### src/rtl/result_uart_pkg.sv
// Shared types and constants for the result reporter UART.
package result_uart_pkg;

  typedef enum logic [2:0] {
    IDLE,
    SYNC,
    PAYLOAD,
    CHECK,
    FINISH
  } frame_state_t;

  typedef enum logic [1:0] {
    B_IDLE,
    B_START,
    B_DATA,
    B_STOP
  } bit_state_t;

  localparam int unsigned NUM_WORDS     = 5;
  localparam int unsigned FRAME_BYTES   = 22;
  localparam int unsigned PAYLOAD_BYTES = NUM_WORDS * 4;
  localparam int unsigned IDX_W         = 5;

  // Byte idx of the payload, where words are packed word 0 in the low bits,
  // so the byte stream is naturally little-endian within each word.
  function automatic logic [7:0] payload_byte(
    input logic [PAYLOAD_BYTES*8-1:0] words,
    input logic [IDX_W-1:0]           idx
  );
    logic [7:0] b;
    if (idx >= IDX_W'(PAYLOAD_BYTES)) begin
      b = '0;
    end else begin
      b = words[{idx, 3'b000} +: 8];
    end
    return b;
  endfunction

endpackage

### src/rtl/uart_tx_byte.sv
// 8N1 byte serializer with a valid/ready handshake. ready is also raised in
// the last cycle of the stop bit so a waiting byte starts with no idle gap.
module uart_tx_byte
  import result_uart_pkg::*;
#(
  parameter int unsigned CLKS_PER_BIT = 434
) (
  input  logic       clk,
  input  logic       reset,
  input  logic       valid_i,
  input  logic [7:0] data_i,
  output logic       ready_o,
  output logic       tx_o
);

  localparam int unsigned CW = (CLKS_PER_BIT > 2) ? $clog2(CLKS_PER_BIT) : 1;
  localparam logic [CW-1:0] BAUD_LAST = CW'(CLKS_PER_BIT - 1);

  bit_state_t    state_q;
  logic [CW-1:0] baud_q;
  logic [2:0]    bit_q;
  logic [7:0]    shreg_q;
  logic          tx_q;
  logic          wrap;

  assign wrap    = (baud_q == BAUD_LAST);
  assign ready_o = (state_q == B_IDLE) || ((state_q == B_STOP) && wrap);
  assign tx_o    = tx_q;

  // Bit-level FSM: baud counter, shift register and registered line output.
  always_ff @(posedge clk or negedge reset) begin
    if (!reset) begin
      state_q <= B_IDLE;
      baud_q  <= '0;
      bit_q   <= '0;
      shreg_q <= '0;
      tx_q    <= 1'b1;
    end else if (valid_i && ready_o) begin
      state_q <= B_START;
      baud_q  <= '0;
      bit_q   <= '0;
      shreg_q <= data_i;
      tx_q    <= 1'b0;
    end else begin
      case (state_q)
        B_IDLE: begin
          baud_q <= '0;
          tx_q   <= 1'b1;
        end
        B_START: begin
          baud_q <= wrap ? '0 : baud_q + 1'b1;
          if (wrap) begin
            state_q <= B_DATA;
            tx_q    <= shreg_q[0];
          end
        end
        B_DATA: begin
          baud_q <= wrap ? '0 : baud_q + 1'b1;
          if (wrap) begin
            if (bit_q == 3'd7) begin
              state_q <= B_STOP;
              tx_q    <= 1'b1;
            end else begin
              bit_q   <= bit_q + 1'b1;
              shreg_q <= shreg_q >> 1;
              tx_q    <= shreg_q[1];
            end
          end
        end
        B_STOP: begin
          baud_q <= wrap ? '0 : baud_q + 1'b1;
          if (wrap) begin
            state_q <= B_IDLE;
            tx_q    <= 1'b1;
          end
        end
        default: begin
          state_q <= B_IDLE;
          tx_q    <= 1'b1;
        end
      endcase
    end
  end

endmodule

### src/rtl/result_uart_tx.sv
// Frame sequencer: snapshots the five calculator results on start and sends
// SYNC, 20 little-endian payload bytes and an XOR checksum over 8N1 UART.
module result_uart_tx
  import result_uart_pkg::*;
#(
  parameter int unsigned CLK_FREQ  = 50000000,
  parameter int unsigned BAUD      = 115200,
  parameter logic [7:0]  SYNC_BYTE = 8'hA5
) (
  input  logic        clk,
  input  logic        reset,
  input  logic        start,
  input  logic [31:0] result_suma,
  input  logic [31:0] result_resta,
  input  logic [31:0] result_mult,
  input  logic [31:0] result_div,
  input  logic [31:0] result_pow,
  output logic        tx,
  output logic        busy,
  output logic        done
);

  localparam int unsigned CLKS_PER_BIT = CLK_FREQ / BAUD;
  localparam logic [IDX_W-1:0] IDX_END = IDX_W'(PAYLOAD_BYTES);

  if (CLKS_PER_BIT < 2) begin : g_bad_baud
    $error("result_uart_tx: CLK_FREQ/BAUD must be at least 2");
  end

  frame_state_t                 state_q;
  logic [IDX_W-1:0]             idx_q;
  logic [7:0]                   chk_q;
  logic [PAYLOAD_BYTES*8-1:0]   snap_q;
  logic                         busy_q;
  logic                         done_q;

  logic       ser_valid;
  logic [7:0] ser_data;
  logic       ser_ready;
  logic       fire;
  logic [7:0] cur_byte;

  // idx_q names the next payload byte to hand over; once it reaches the end
  // the accumulated checksum is offered instead.
  assign cur_byte = payload_byte(snap_q, idx_q);
  assign fire     = ser_valid && ser_ready;
  assign busy     = busy_q;
  assign done     = done_q;

  // Choose the byte offered to the serializer; SYNC is offered straight from
  // start so the start bit leaves on the edge that takes the snapshot.
  always_comb begin
    ser_valid = 1'b0;
    ser_data  = SYNC_BYTE;
    case (state_q)
      IDLE, FINISH: ser_valid = start;
      SYNC, PAYLOAD: begin
        ser_valid = 1'b1;
        ser_data  = (idx_q == IDX_END) ? chk_q : cur_byte;
      end
      default: ser_valid = 1'b0;
    endcase
  end

  // Frame FSM with snapshot, checksum accumulation and registered status.
  always_ff @(posedge clk or negedge reset) begin
    if (!reset) begin
      state_q <= IDLE;
      idx_q   <= '0;
      chk_q   <= '0;
      snap_q  <= '0;
      busy_q  <= 1'b0;
      done_q  <= 1'b0;
    end else begin
      case (state_q)
        IDLE, FINISH: begin
          done_q <= 1'b0;
          if (start) begin
            snap_q  <= {result_pow, result_div, result_mult, result_resta, result_suma};
            idx_q   <= '0;
            chk_q   <= '0;
            busy_q  <= 1'b1;
            state_q <= SYNC;
          end else begin
            state_q <= IDLE;
          end
        end
        SYNC, PAYLOAD: begin
          if (fire) begin
            if (idx_q == IDX_END) begin
              state_q <= CHECK;
            end else begin
              chk_q   <= chk_q ^ cur_byte;
              idx_q   <= idx_q + 1'b1;
              state_q <= PAYLOAD;
            end
          end
        end
        CHECK: begin
          // Ready here can only be the final stop-bit cycle of the checksum.
          if (ser_ready) begin
            state_q <= FINISH;
            busy_q  <= 1'b0;
            done_q  <= 1'b1;
          end
        end
        default: begin
          state_q <= IDLE;
          busy_q  <= 1'b0;
          done_q  <= 1'b0;
        end
      endcase
    end
  end

  uart_tx_byte #(
    .CLKS_PER_BIT(CLKS_PER_BIT)
  ) u_byte (
    .clk     (clk),
    .reset   (reset),
    .valid_i (ser_valid),
    .data_i  (ser_data),
    .ready_o (ser_ready),
    .tx_o    (tx)
  );

endmodule
### config.mk
export PLATFORM = sky130hd
export DESIGN_NAME = result_uart_tx
export DESIGN_NICKNAME = d
export VERILOG_FILES = /design/src/rtl/result_uart_pkg.sv /design/src/rtl/uart_tx_byte.sv /design/src/rtl/result_uart_tx.sv
export SDC_FILE = /design/constraint.sdc
export NUM_CORES = 1
export LEC_CHECK = 0
export ABC_AREA = 1
export BUFFER_PORTS_ARGS = -buffer_cell sky130_fd_sc_hd__buf_2
export CAP_MARGIN = 0
export CORE_UTILIZATION = 51
export DETAILED_ROUTE_END_ITERATION = 10
export GPL_ROUTABILITY_DRIVEN = 0
export PLACE_DENSITY = 0.85
export SLEW_MARGIN = 40
export SYNTH_ARGS = -nofsm -noshare
export SYNTH_HDL_FRONTEND = slang
export SYNTH_SLANG_ARGS = --single-unit
### constraint.sdc
create_clock -name clk -period 1.8 [get_ports clk]
set_input_delay 0.27 -clock clk [delete_from_list [all_inputs] [get_ports clk]]
set_output_delay 0.27 -clock clk [all_outputs]
set_load 0.005 [all_outputs]
# Word level (Yosys, flattened, before mapping)
# Index checks and enable logic that the tools add are counted.
dict set report totals {
  latchBits 0
  n_memories 0
  ff_bits 201
  in_bits 163
  mem_bits_rw 0
  romBits 0
  wordCells 102
  output_inout_bits 3
}
dict set report classes {
  shifts 1
  n_div 0
  mux 45
  add_sub_neg 3
  mul 0
  n_reduce_logical 20
  n_bitwise 2
  eq_ne 19
  magnitude_cmp 1
}
# op count
set op_table {}
lappend op_table {{$shiftx A160 B9 Y8} 1}
lappend op_table {{$mux W8} 10}
lappend op_table {{$mux W3} 6}
lappend op_table {{$mux W9} 2}
lappend op_table {{$pmux W9 S2} 1}
lappend op_table {{$pmux W8 S2} 1}
lappend op_table {{$mux W5} 3}
lappend op_table {{$ne A3 B2 Y1 const B} 4}
lappend op_table {{$mux W1} 10}
lappend op_table {{$mux W2} 5}
lappend op_table {{$pmux W5 S2} 1}
lappend op_table {{$add A9 B1 Y9 const B} 1}
lappend op_table {{$eq A9 B9 Y1 const B} 1}
lappend op_table {{$pmux W3 S3} 1}
lappend op_table {{$reduce_and A3 Y1} 3}
lappend op_table {{$ne A2 B2 Y1 const B} 4}
lappend op_table {{$xor A8 B8 Y8} 1}
lappend op_table {{$eq A3 B2 Y1 const B} 2}
lappend op_table {{$eq A3 B3 Y1 const B} 2}
lappend op_table {{$pmux W2 S3} 1}
lappend op_table {{$reduce_and A2 Y1} 3}
lappend op_table {{$reduce_bool A2 Y1} 3}
lappend op_table {{$add A5 B1 Y5 const B} 1}
lappend op_table {{$eq A5 B5 Y1 const B} 1}
lappend op_table {{19 further kinds} 23}

# Depth between registers and ports, before layout
dict set report logic_depth {
  depth_word 6
  mapped_depth 15
  depth_no_buf 15
}

# Modules after synthesis
# Synthesis repeated with hierarchy kept, for this count alone.
dict set report unflattened {
  cells_unflattened 1345
  hier_area_um2 10069.7
}
# module area_each_um2 seq_area_each_um2 cells_each instances
set by_module_without_submodules {}
lappend by_module_without_submodules {result_uart_tx 8733.4 4454.3 1186 1}
lappend by_module_without_submodules {uart_tx_byte 1336.3 576.8 159 1}

# Worst setup path after synthesis
# Ideal clock, no wire load.
dict set report synth_timing {
  path_type {reg-to-reg}
  start {register idx_q[0]}
  end {register chk_q[5]}
  required_time_ns 1.681
  period_less_slack_ns 1.929
  setup_time_ns 0.119
  stages_incl_launch_ff 13
  path_buffers 3
  t_arrival_ns 1.810
  path_slack_ns -0.129
  path_cell_list {dfrtp_1 -> inv_2 -> buf_4 -> buf_2 -> ha_1 -> nand2_1 -> nor2_1 -> nand2_1 -> nand2_4 -> nor2_8 -> buf_6 -> a21oi_1 -> nor2_1}
}
dict set report synth_between {
  elab_chain_cells 6
  elab_cells_between_ends 10
  classes_between {1 x order compare; 2 x eq/ne; 1 x shift; 4 x mux; 1 x bitwise; 1 x reduce/logical}
}
# item line_no
set synth_lines {}
lappend synth_lines {{start, declared} result_uart_tx.sv:31} ;# logic [IDX_W-1:0] idx_q;
lappend synth_lines {{start signal, assigned} result_uart_tx.sv:94} ;# idx_q <= idx_q + 1'b1;
lappend synth_lines {{$shiftx A160 B9 Y8 / $ge A5 B5 Y1 (equally long branches)} {result_uart_pkg.sv:34, result_uart_pkg.sv:31}}
lappend synth_lines {{$mux W8} result_uart_pkg.sv:31} ;# if (idx >= IDX_W'(PAYLOAD_BYTES)) begin
lappend synth_lines {{$xor A8 B8 Y8} result_uart_tx.sv:93} ;# chk_q <= chk_q ^ cur_byte;
lappend synth_lines {{$mux W8} result_uart_tx.sv:90} ;# if (idx_q == IDX_END) begin
lappend synth_lines {{$mux W8} result_uart_tx.sv:89} ;# if (fire) begin
lappend synth_lines {{$pmux W8 S2} result_uart_tx.sv:75} ;# case (state_q)
lappend synth_lines {{end signal, assigned} result_uart_tx.sv:93}
lappend synth_lines {{end, declared} result_uart_tx.sv:32} ;# logic [7:0] chk_q;
# Parallel ways exist; a longest one is shown, timed or not. The select of a mux whose other input is x is not followed.
# A chain may end at the register's enable or synchronous reset.

# Worst setup path in the final report
dict set report layout_timing {
  start {register idx_q[0]}
  end {register chk_q[0]}
}
# The elaborated chain is that of the path after synthesis.

==> flow_summary.yaml <==
logic_synthesis:
  syn_area_sq_um: 9990
  yosys.area.top_type: "dfrtp_1"
  synth_common_cells: "501 x nand2_1, 200 x dfrtp_1, 151 x inv_1, 151 x o21ai_0, 91 x nand3_1"
  synth_seq_cells: 201
  synth.area.top_cells: "dfrtp_1 50%, nand2_1 19%, o21ai_0 7.6%"
  synth_flop_cell: "dfrtp_1"
  yosysMostFrequentCell: "nand2_1"
  synthArstFlopShare_pct: 100
  ys_types: 32
  ys.warnings.count: 0
  synth_area_per_cell_sq_um: 7.53
  synth_edf_count: 0
  yosys.area.top_type_share_pct: 50.1
  synth_seq_area_share_pct: 50.3
  syn-instance-count: 1328
  syn_nets: 1504
clock_network:
  cts_made_buffers: 21
  path_clk_slew_ns: 0.07
  clk_path_buf_depth: 3
  cts_max_level: 1
  cts_root_buffer: "clkbuf_16"
  cts_sinks: 201
  cts_tree: "built"
  clk_latency_ns: 0.51
critical_path:
  r2r_end: "chk_q[0]"
  critical_path_peak_fanout: 6
  critPathCaptureType: "flop"
  r2r-start: "idx_q[0]"
  crit_type: "reg2reg"
  reg2regPathDepth: 11
  path_cells: "buf_6, clkbuf_16, nand2_1, nand3_1, nand2_1, nand2_1, nand2_1, o21ai_4, nand2_2, a21oi_2, nor2_1"
  path_common_cell: "nand2_1"
  crit_path_max_incr_delay_ns: 0.52
  required_ns: 2.19
  start_kind: "flop"
  crit_arrival_ns: 2.36
  r2r_setup_slack_ns: -0.17
  crit_path_top_delay_cell: "dfrtp_2"
run_status:
  status: "complete, but fails checks"
  violations: "hold timing, setup timing"
hold_path:
  whs_path_depth: 3
  hold_start: "result_mult[10]"
  hold_end: "snap_q[74]"
  hold_class: "in2reg"
power_and_ir_drop:
  p_per_area_nw_per_um2: 704
  peakVddDrop_mv: 0.658
  power_frac_clock_pct: 47.9
  seqPwrFrac_pct: 46.8
  combPwrFrac_pct: 5.3
  intPower_uw: 7610
  power_switching_uw: 2050
  p_leak_uw: 0.00683
  sw_frac_of_total_pct: 21.2
detailed_routing:
  wl_per_cell_um: 17.7
  drc: 0
  ant_nets: 0
  totalWireLength_um: 33400
  route.vias.total: 10610
  firstDrtPassIters: 6
  first_iter_violations: 1257
  viasPerCell: 5.61
sta:
  hold_viol: 2
  rsz0062_at_grt: "yes"
  final.setup.worst_slack_ns: -0.166
  hold_slack_ns: -0.00651
  worst_slew_pin_slew_ns: 0.590
  finalCritPeriodShare_pct: 109
  tns_ns: -0.773
  clock_skew_ns: 0.0215
  setup_viol: 16
  timing.final.crit_period_ns: 1.97
  maxSlewHeadroom_pct: 60.5
  slew_violations: 0
  fmax_ghz: 0.509
finish:
  fill_cells: 1194
  regArea_sq_um: 5030
  multi_input_area_sq_um: 4330
  n_antenna_cell: 0
  drive_above_1_share_pct: 20.9
  nets: 1792
  final_area_sq_um: 13700
  final_util_pct: 72.3
  fin_cells: 1891
  syn_to_final_growth_pct: 37.2
placement:
  placedCellCount: 1715
  io_buffers: 165
  dp_hpwl_um: 17200
  postPlaceCellArea_sq_um: 11200
grt:
  first_global_vias: 9904
  antenna_found_initial: 0
  grt_pass1_wl_um: 47900
  overflow: 0
  grt_max_degree: 86
  grt_usage_pct: 30.0
die:
  dieArea_sq_um: 20200
  num_rows: 50
  die_h_um: 142
  core_area_sq_um: 19000
  pin_count: 166
  start_util_pct: 52.7
  fp.dieW_um: 142
run:
  maxCapViolations: 0
## state kept, by name, indices dropped and copies added (netlist names)
| register | count |
|---|---|
| busy | 1 |
| idx_q | 5 |
| snap_q | 160 |
| u_byte.tx_o | 1 |
| u_byte.shreg_q | 8 |
| u_byte.state_q | 2 |
| done | 1 |
| chk_q | 8 |
| u_byte.baud_q | 9 |
| u_byte.bit_q | 3 |
| state_q | 3 |
## per-stage QoR
step	power, uW	worst slack, ns
final	9650	-0.166
after global routing	9870	-0.208
after CTS	9620	-0.0243
after detailed placement	4900	-0.153
after global placement	4900	-0.0622
after floorplan	4600	0.00640
## worst max-delay path, delay by kind of cell, from the launching register on
kind	cells	cell delay, ns
flip-flops	1	0.52
buffers and inverters	2	0.32
AO/OA/AOI/OAI	2	0.32
AND/OR/NAND/NOR	7	0.67
## worst max-delay path by stage
| stage | startpoint | to | slack, ns |
|---|---|---|---|
| final | idx_q[0] | chk_q[0] | -0.17 |
| after floorplan | idx_q[1] | chk_q[5] | 0.006 |
| after global placement | idx_q[0] | chk_q[0] | -0.06 |
| after global routing | idx_q[0] | chk_q[0] | -0.21 |
| after CTS | idx_q[0] | chk_q[0] | -0.02 |
| after detailed placement | idx_q[0] | chk_q[0] | -0.15 |
## kinds of logic after synthesis
logic type,after synthesis,synth area share [%]
AOI/OAI and AO/OA,198,10.1
xor gates and xnor gates,5,0.438
DFF,201,50.3
adders and majority gates,13,1.63
and+or+nand+nor,687,28.1
buffers and inverters,224,9.42
## per-layer routing
metal	track usage (%)	vias up	share of wire [%]
li1	-	4706	-
met1	38.1	4885	36
met2	50.3	822	47
met3	4.27	197	11
met4	15.2	0	5.9
met5	0	-	0
## power groups by stage
stage	clock (uW)	sequential, uW	combinational, uW
2_1_floorplan	0	4600	0.000869
3_3_place_gp	0	4600	301
3_5_place_dp	0	4600	302
4_1_cts	4610	4520	490
5_1_grt	4810	4510	550
6_report	4630	4520	509
## area by class of cell
cell class | count | area share (%)
Clock buffer | 29 | 4.42
Clock inverter | 9 | 0.922
Inverter | 159 | 4.46
Multi-Input combinational cell | 906 | 31.6
Sequential cell | 201 | 36.7
Tap cell | 260 | 2.37
Timing Repair Buffer | 327 | 19.5
## timing repair
| item | in CTS | in global routing |
|---|---|---|
| pin swaps | 0 | 23 |
| hold endpoints to repair | 160 | 0 |
| hold buffers | 112 | 0 |
| gates cloned | 1 | 11 |
| resized for setup | 4 | 82 |
| buffers inserted | 0 | 14 |
| setup endpoints to repair | 3 | 27 |
## placed cells by master (no fill, tap or decap), drive strengths merged
cell type | synthesis | final
nand2 | 511 | 512
buf | 42 | 208
dfrtp | 200 | 200
o21ai | 169 | 169
inv | 158 | 159
dlygate4sd3 | 0 | 112
nand3 | 93 | 93
nor2 | 73 | 75
clkbuf | 23 | 36
a21oi | 19 | 19
ha | 13 | 13
o22ai | 7 | 7
clkinv | 1 | 5
nor3 | 4 | 4
xor2 | 4 | 4
a31oi | 3 | 3
bufinv | 0 | 3
nand3b | 2 | 2
nor3b | 2 | 2
xnor2 | 1 | 1
or2 | 1 | 1
nand4 | 1 | 1
clkinvlp | 0 | 1
dfstp | 1 | 1
Power figures use the tool's default switching activity.
